--- config.mk ---
export PLATFORM = sky130hd
export DESIGN_NAME = multiport_register_file
export DESIGN_NICKNAME = d
export VERILOG_FILES = /design/src/rtl/multiport_register_file.sv
export SDC_FILE = /design/constraint.sdc
export NUM_CORES = 2
export LEC_CHECK = 0
export BUFFER_PORTS_ARGS = -buffer_cell sky130_fd_sc_hd__buf_4
export CAP_MARGIN = 10
export CORE_MARGIN = 10
export CORE_UTILIZATION = 55
export CTS_CLUSTER_SIZE = 24
export DETAILED_ROUTE_END_ITERATION = 10
export GPL_ROUTABILITY_DRIVEN = 0
export PLACE_DENSITY = 0.72
export SLEW_MARGIN = 20
export SYNTH_ARGS = -nofsm -noshare
export SYNTH_HDL_FRONTEND = slang
export SYNTH_SLANG_ARGS = --single-unit
--- constraint.sdc ---
create_clock -name clk -period 15.1 [get_ports clk]
set_input_delay 0.755 -clock clk [delete_from_list [all_inputs] [get_ports clk]]
set_output_delay 0.755 -clock clk [all_outputs]
set_load 0.02 [all_outputs]
--- src/rtl/multiport_register_file.sv ---
// multiport_register_file
// Integer register file for the decode stage: NRD combinational read ports,
// two write ports (WB on port 0, retire path on port 1), and a per-register
// pending scoreboard for hazard detection. x0 is hardwired to zero.
// Optional feature macro: RF_BYPASS_EN forwards same-cycle write data and
// clears rbusy for registers being written in the current cycle.
module multiport_register_file #(
  parameter int XLEN = 32,
  parameter int AW   = 5,
  parameter int NRD  = 2
) (
  input  logic                  clk,
  input  logic                  rst,
  input  logic                  we0,
  input  logic [AW-1:0]         wa0,
  input  logic [XLEN-1:0]       wd0,
  input  logic                  we1,
  input  logic [AW-1:0]         wa1,
  input  logic [XLEN-1:0]       wd1,
  input  logic [NRD*AW-1:0]     ra,
  output logic [NRD*XLEN-1:0]   rd,
  output logic [NRD-1:0]        rbusy,
  input  logic                  iss_en,
  input  logic [AW-1:0]         iss_rd,
  output logic [(1<<AW)-1:0]    busy_vec,
  output logic [AW:0]           busy_cnt
);

  localparam int NREGS = 1 << AW;

  logic [XLEN-1:0]  mem_q [NREGS];
  logic [NREGS-1:0] busy_q, busy_d;
  logic [AW:0]      cnt_q, cnt_d;

  // Next scoreboard state: a new producer (issue) supersedes a completing write.
  always_comb begin
    busy_d    = '0;
    cnt_d     = '0;
    for (int r = 1; r < NREGS; r++) begin
      if (iss_en && (iss_rd == AW'(r))) begin
        busy_d[r] = 1'b1;
      end else if ((we0 && (wa0 == AW'(r))) || (we1 && (wa1 == AW'(r)))) begin
        busy_d[r] = 1'b0;
      end else begin
        busy_d[r] = busy_q[r];
      end
      cnt_d = cnt_d + {{AW{1'b0}}, busy_d[r]};
    end
  end

  // Scoreboard bits and their popcount, kept in lockstep.
  always_ff @(posedge clk or negedge rst) begin
    if (!rst) begin
      busy_q <= '0;
      cnt_q  <= '0;
    end else begin
      busy_q <= busy_d;
      cnt_q  <= cnt_d;
    end
  end

  // Register array; port 1 is written last so it wins a same-address conflict.
  always_ff @(posedge clk or negedge rst) begin
    if (!rst) begin
      for (int r = 0; r < NREGS; r++) begin
        mem_q[r] <= '0;
      end
    end else begin
      if (we0 && (wa0 != '0)) begin
        mem_q[wa0] <= wd0;
      end
      if (we1 && (wa1 != '0)) begin
        mem_q[wa1] <= wd1;
      end
    end
  end

  // Combinational read ports; outputs held at zero while reset is asserted.
  always_comb begin
    logic [AW-1:0]   a;
    logic [XLEN-1:0] rdata;
    logic            rb;
    rd    = '0;
    rbusy = '0;
    a     = '0;
    rdata = '0;
    rb    = 1'b0;
    for (int i = 0; i < NRD; i++) begin
      a     = ra[i*AW +: AW];
      rdata = (a == '0) ? '0 : mem_q[a];
      rb    = busy_q[a];
`ifdef RF_BYPASS_EN
      if (a != '0) begin
        if (we1 && (wa1 == a)) begin
          rdata = wd1;
        end else if (we0 && (wa0 == a)) begin
          rdata = wd0;
        end
        if (((we0 && (wa0 == a)) || (we1 && (wa1 == a))) &&
            !(iss_en && (iss_rd == a))) begin
          rb = 1'b0;
        end
      end
`endif
      if (rst) begin
        rd[i*XLEN +: XLEN] = rdata;
        rbusy[i]           = rb;
      end
    end
  end

  assign busy_vec = busy_q;
  assign busy_cnt = cnt_q;

endmodule

=== Word-level counts from Yosys, hierarchy flattened ===
Index checks and enable logic that the tools add are counted.

* Register bits after elaboration: 1061
* Output and inout bits: 104
* Logic and storage cells: 387

* Reductions and logical operators: 132
* Bitwise gates (word level): 4
* Magnitude comparators: 8
* Muxes and demuxes: 86
* Equal/unequal tests: 93
* Add/sub/neg operators: 30

{| class="wikitable"
|+ Operators by type and width
! cell !! count
|-
| $bwmux 1024 || 2
|-
| $mux 1024 || 2
|-
| $bmux 32 s5 || 2
|-
| $demux 32 s5 || 2
|-
| $mux 32 || 10
|-
| $eq 5x5->1 const B || 48
|-
| $add 6x1->6 || 25
|-
| $eq 5x4->1 const B || 24
|-
| $logic_and 1x1->1 || 97
|-
| $mux 1 || 66
|-
| $eq 5x3->1 const B || 12
|-
| $logic_or 1x1->1 || 31
|-
| $eq 5x2->1 const B || 6
|-
| $ge 6x6->1 const B || 4
|-
| $not 5->6 || 4
|-
| $eq 5x1->1 const B || 3
|-
| $lt 5x6->1 const B || 2
|-
| $lt 6x1->1 const B || 2
|-
| $bmux 1 s5 || 2
|-
| $logic_not 5->1 || 2
|-
| $reduce_bool 5->1 || 2
|-
| $add 5x1->6 || 1
|-
| $add 4x1->5 || 1
|-
| $add 3x1->4 || 1
|-
| 2 further kinds || 2
|}

=== Logic depth before layout (Yosys ltp) ===
* Word-level depth: 35
* Gate-level depth with buffers: 22
* Gate-level depth less buffers: 19

=== Worst setup path before layout ===
No wires, ideal clock.

* Path type: input to register
* Start: input port wa0[0]
* End: register cnt_q[4], in the netlist busy_cnt[4]
* Buffers on the path: 3
* Library setup time: 0.080 ns
* Stages on the path: 21
* Slack: 8.588 ns
* Arrival time: 6.432 ns
* Path through: buf_2 nand4b_1 or3_1 buf_2 buf_2 a32o_1 fa_1 inv_1 fa_1 fa_1 inv_1 fa_1 fa_1 inv_1 fa_1 inv_1 fa_1 fa_1 a21o_1 a21oi_1 xnor2_1

{| class="wikitable"
|+ RTL lines
! what !! RTL line !! text
|-
| from (decl) || 15 || <nowiki>input logic [AW-1:0] wa0,</nowiki>
|-
| $eq 5x5->1 || 42 || <nowiki>end else if ((we0 && (wa0 == AW'(r))) || (we1 && (wa1 == AW'(r)))) begin</nowiki>
|-
| $logic_and 1x1->1 || 42 ||
|-
| $logic_or 1x1->1 || 42 ||
|-
| $mux 1 || 42 ||
|-
| $mux 1 || 40 || <nowiki>if (iss_en && (iss_rd == AW'(r))) begin</nowiki>
|-
| named net busy_d[18] || 32 || <nowiki>logic [NREGS-1:0] busy_q, busy_d;</nowiki>
|-
| $add 6x1->6 (14 in series) || 47 || <nowiki>cnt_d = cnt_d + {{AW{1'b0}}, busy_d[r]};</nowiki>
|-
| named net cnt_d[4] || 33 || <nowiki>logic [AW:0] cnt_q, cnt_d;</nowiki>
|-
| to (signal assigned) || 58 || <nowiki>cnt_q <= cnt_d;</nowiki>
|-
| to (decl) || 33 ||
|}

The timed path passes the listed nets, and every way through them passes these cells.

=== Worst setup path in the final report ===
* Start: input port we1
* End: register cnt_q[4], in the netlist busy_cnt[4]

* Word-level cells in the longest chain between the ends: 34

{| class="wikitable"
|+ Ends and longest elaborated chain
! what !! RTL line !! text
|-
| from (decl) || 17 || <nowiki>input logic we1,</nowiki>
|-
| $logic_and 1x1->1 || 42 ||
|-
| $logic_or 1x1->1 || 42 ||
|-
| $mux 1 || 42 ||
|-
| $mux 1 || 40 ||
|-
| $add 1x1->2 || 47 ||
|-
| $add 2x1->3 || 47 ||
|-
| $add 3x1->4 || 47 ||
|-
| $add 4x1->5 || 47 ||
|-
| $add 5x1->6 || 47 ||
|-
| $add 6x1->6 (24 in series) || 47 ||
|-
| $add 6x1->6 (*) || 47 ||
|-
| named net cnt_d[4] || 33 ||
|}

Mark *: on every way through the listed nets, which the timed path passes. The rest lies on a longest branch.

==> key figures <==
Logic synthesis
  – Count of unique library cells instantiated by Yosys: between 50 and 60
  – Cells after Synth: 7111
  – Net count after synthesis: approximately 7.2k
  – Sequential share of the synthesized area: 39.6%
  – Syn. warnings: 0
  – Post-synthesis sequential element count: 1061
  – Post-synth ARST share: 100%
  – Most frequently used flop master after synthesis: sky130_fd_sc_hd__dfrtp_1
  – EDFF count, synth: 0
  – Mean post-synth cell area: 9.42 um^2
  – Synthesized cell area: around 67000 um^2

Min path
  – Hold Path Class: reg -> reg

STA
  – Tightest slew margin relative to the limit: between 10 and 15%
  – Final setup fails: 0
  – Transition time of the tightest slew-check pin: 1310 ps
  – Peak clock frequency supported by timing: between 100 and 150 MHz
  – Final worst-path cycle share: 47.4%
  – Hold Vio Cnt, Final: 0
  – Summed negative setup slack over all endpoints: 0 ps
  – Skew final: 22.7 ps
  – Unrepaired setup endpoints after global routing: false
  – Number of slew-limit violations in the final report: 0
  – Period minus WS final: 7150 ps

Clock network
  – Number of buffers added to fix hold violations after cts: 1
  – Number of buffers inserted during clock tree synthesis: 115
  – Clock Sink Count: roughly 1.1k
  – Count of buffers added by post-CTS timing repair for setup: 0
  – CTS tree: built
  – Count of instances resized after the clock tree is built: 0
  – Clock slew seen by the registers of the worst setup and hold paths: 60 ps
  – Buffer type at the clock tree root: sky130_fd_sc_hd__clkbuf_16
  – Later-pin clock latency in the skew report: around 770 ps
  – H-tree lvl count: 3
  – CTS Buffer Depth: 3

Global route
  – Pin count of the biggest net entering global routing: 156
  – Global route overflow: 0
  – Vias in the first global route: a little under 60k
  – Overall fraction of global-route tracks in use: 39.9%
  – Global-route wire length before repair: about 410000 um
  – Initial antenna violation count: 39

Pwr
  – Switching power: 0.00367 W
  – Internal Power: 0.00671 W
  – Sw frac: between 30% and 40%
  – Sequential power share: 41.2%
  – Power density over the cells: 143 nW/um^2
  – Static Leakage: 33.7 nW
  – Clock group share of total power: 27.9%
  – Combinational fraction of design power: ~31%
  – Peak VDD IR: 267 uV

Detailed routing
  – Iteration-0 DRC count of the detailed router: 9516
  – WL per Instance: 33.7 um
  – Wirelength, routed: about 280000 um
  – TritonRoute pass-1 iters: 10
  – Antenna Violating Nets Remaining: 0
  – Remaining DRCs: 0
  – Total number of vias: 61.0k
  – Mean number of vias per cell: 7.25

Setup path
  – Worst R2R Start: busy_vec[24]$_DFF_PN0_
  – Worst setup EP type: flip-flop
  – Data required time at the worst endpoint: 15780 ps
  – Arrival time at the worst endpoint: 7830 ps
  – Worst R2R Path Depth: 16
  – Worst setup path endpoint: busy_cnt[4]$_DFF_PN0_
  – Category of the most critical setup path: in -> reg
  – Worst setup startpoint: we1
  – Startpoint types: input pin
  – Highest fanout seen on the critical path: 65
  – Worst setup slack for register-to-register paths: 9620 ps
  – Critical register-to-register path endpoint: busy_cnt[4]$_DFF_PN0_

Die
  – Starting utilization of the core area: between 50 and 60%
  – Core footprint: 120000 um^2
  – Total die area: about 140000 um^2
  – Die outline width: 369 um
  – Die Span Y: about 370 um
  – Number of standard-cell rows in the floorplan: 127
  – Number of top-level pins: approximately 200

Cells and area
  – Number of nets in the layout: 6818
  – Fraction of layout cells with a size suffix above 1: between 9 and 10%
  – Utilization after layout: 60.0%
  – Number of non-filler instances in the completed layout: 8422
  – Most frequent cells in the layout: sky130_fd_sc_hd__mux2i_1 (1751), sky130_fd_sc_hd__dfrtp_1 (1061), sky130_fd_sc_hd__nor2_1 (875)
  – Area Overhead vs Synth: 7.98%
  – Most frequent standard cell in the layout excluding fill and tap cells: sky130_fd_sc_hd__mux2i_1

Placement
  – Placed wire-length estimate after detailed placement: approximately 160000 um
  – Total of buffers placed on input and output ports: 196
  – Number of cells in the design after placement: 8185

Run
  – Max Cap Violations: 0

Outcome
  – Status: complete, no violations
[how the worst min path moves through the flow]
stage	slack [ps]	to	depth (start not counted)	startpoint
finish	400	mem_q[1001]$_DFF_PN0_	0	mem_q[1001]$_DFF_PN0_
global route	410	mem_q[1001]$_DFF_PN0_	0	mem_q[1001]$_DFF_PN0_
floorplan	450	mem_q[1000]$_DFF_PN0_	1	mem_q[1000]$_DFF_PN0_
global placement	380	mem_q[997]$_DFF_PN0_	0	mem_q[997]$_DFF_PN0_
detailed placement	390	mem_q[995]$_DFF_PN0_	0	mem_q[995]$_DFF_PN0_
CTS	390	mem_q[882]$_DFF_PN0_	3	wd1[18]
[power by group through the flow]
| stage | combinational, W | clock, W | sequential, W |
|---|---|---|---|
| global placement | 0.00301 | 0 | 0.00424 |
| finish | 0.00321 | 0.00289 | 0.00427 |
| detailed placement | 0.00315 | 0 | 0.00428 |
| global route | 0.00352 | 0.00299 | 0.00436 |
| floorplan | 0.00232 | 0 | 0.00411 |
| CTS | 0.00315 | 0.00288 | 0.00424 |
[critical path, stage by stage]
cell	delay, ps
sky130_fd_sc_hd__buf_4	120
sky130_fd_sc_hd__nor2b_2	830
sky130_fd_sc_hd__nand3_4	1010
sky130_fd_sc_hd__a32oi_1	690
sky130_fd_sc_hd__fa_1	470
sky130_fd_sc_hd__inv_1	80
sky130_fd_sc_hd__fa_1	430
sky130_fd_sc_hd__fa_1	530
sky130_fd_sc_hd__fa_1	440
sky130_fd_sc_hd__fa_1	510
sky130_fd_sc_hd__inv_1	60
sky130_fd_sc_hd__fa_1	480
sky130_fd_sc_hd__inv_1	50
sky130_fd_sc_hd__fa_1	410
sky130_fd_sc_hd__fa_1	470
sky130_fd_sc_hd__a21o_1	170
sky130_fd_sc_hd__a21oi_1	170
sky130_fd_sc_hd__xnor2_1	130
[per-stage QoR]
step / hold slack, ps / area [um^2] / worst slack, ps / total power (W)
3_3_place_gp: 384 / 68400 / 7420 / 0.00725
5_1_grt: 411 / 72300 / 7710 / 0.0109
3_5_place_dp: 388 / 68400 / 7290 / 0.00743
6_report: 402 / 72300 / 7950 / 0.0104
4_1_cts: 391 / 72200 / 8050 / 0.0103
2_1_floorplan: 449 / 67000 / 8590 / 0.00643
[synth_stat cells, types with 7 or more instances]
library cell               number  area share [%]
sky130_fd_sc_hd__a32oi_1      123             1.6
sky130_fd_sc_hd__ha_1           7            0.13
sky130_fd_sc_hd__a32o_1        16            0.24
sky130_fd_sc_hd__mux2i_1     1751              26
sky130_fd_sc_hd__a22oi_1      675             7.6
sky130_fd_sc_hd__nor2_2        11            0.10
sky130_fd_sc_hd__nand2_1      171            0.96
sky130_fd_sc_hd__dfrtp_1     1061              40
sky130_fd_sc_hd__buf_4         31            0.35
sky130_fd_sc_hd__buf_2        224             1.7
sky130_fd_sc_hd__buf_1         52            0.29
sky130_fd_sc_hd__nor2b_1       19            0.18
sky130_fd_sc_hd__nand2b_1       9           0.084
sky130_fd_sc_hd__a41oi_1       64            0.84
sky130_fd_sc_hd__inv_1         46            0.26
sky130_fd_sc_hd__and2_1        10           0.093
sky130_fd_sc_hd__o311a_1        9            0.13
sky130_fd_sc_hd__a21oi_1      868             6.5
sky130_fd_sc_hd__fa_1          23            0.69
sky130_fd_sc_hd__nand3_1      274             2.0
sky130_fd_sc_hd__nor2_1       890             5.0
sky130_fd_sc_hd__o21ai_0      134             1.0
sky130_fd_sc_hd__clkbuf_1     557             3.1
sky130_fd_sc_hd__mux4_2        10            0.34
[kinds of logic after synthesis]
family / after synthesis / synth area share [%]
other: 1 / 0.00560
adders and majority gates: 30 / 0.818
and+or+nand+nor: 1431 / 9.06
buffers and inverters: 912 / 5.73
DFF: 1061 / 39.6
muxes: 1767 / 26.6
AOI/OAI and AO/OA: 1906 / 18.1
xor gates and xnor gates: 3 / 0.0392
[sequential cells by signal (all words and copies together), names as in the netlist]
signal,flops
busy_cnt,6
busy_vec,31
mem_q,1024
[metal layers]
metal | up-vias | global-route usage (%) | wire (um)
met5 | - | 0.748 | 673
met4 | 33 | 26.3 | 21000
met3 | 1352 | 19.1 | 45100
met2 | 4987 | 54.8 | 114000
met1 | 29500 | 49.3 | 103000
li1 | 25200 | - | -
[final cells by class]
class / instances / area (um^2)
fillers: 10300 / 48100
multi-input cells: 5138 / 37200
flip-flops and latches: 1061 / 26600
clock buffers: 179 / 3470
repair buffers: 332 / 2630
well taps: 1612 / 2020
clock inverters: 22 / 258
inverters: 46 / 173
diodes: 32 / 80.1
Power figures use the tool's default switching activity.
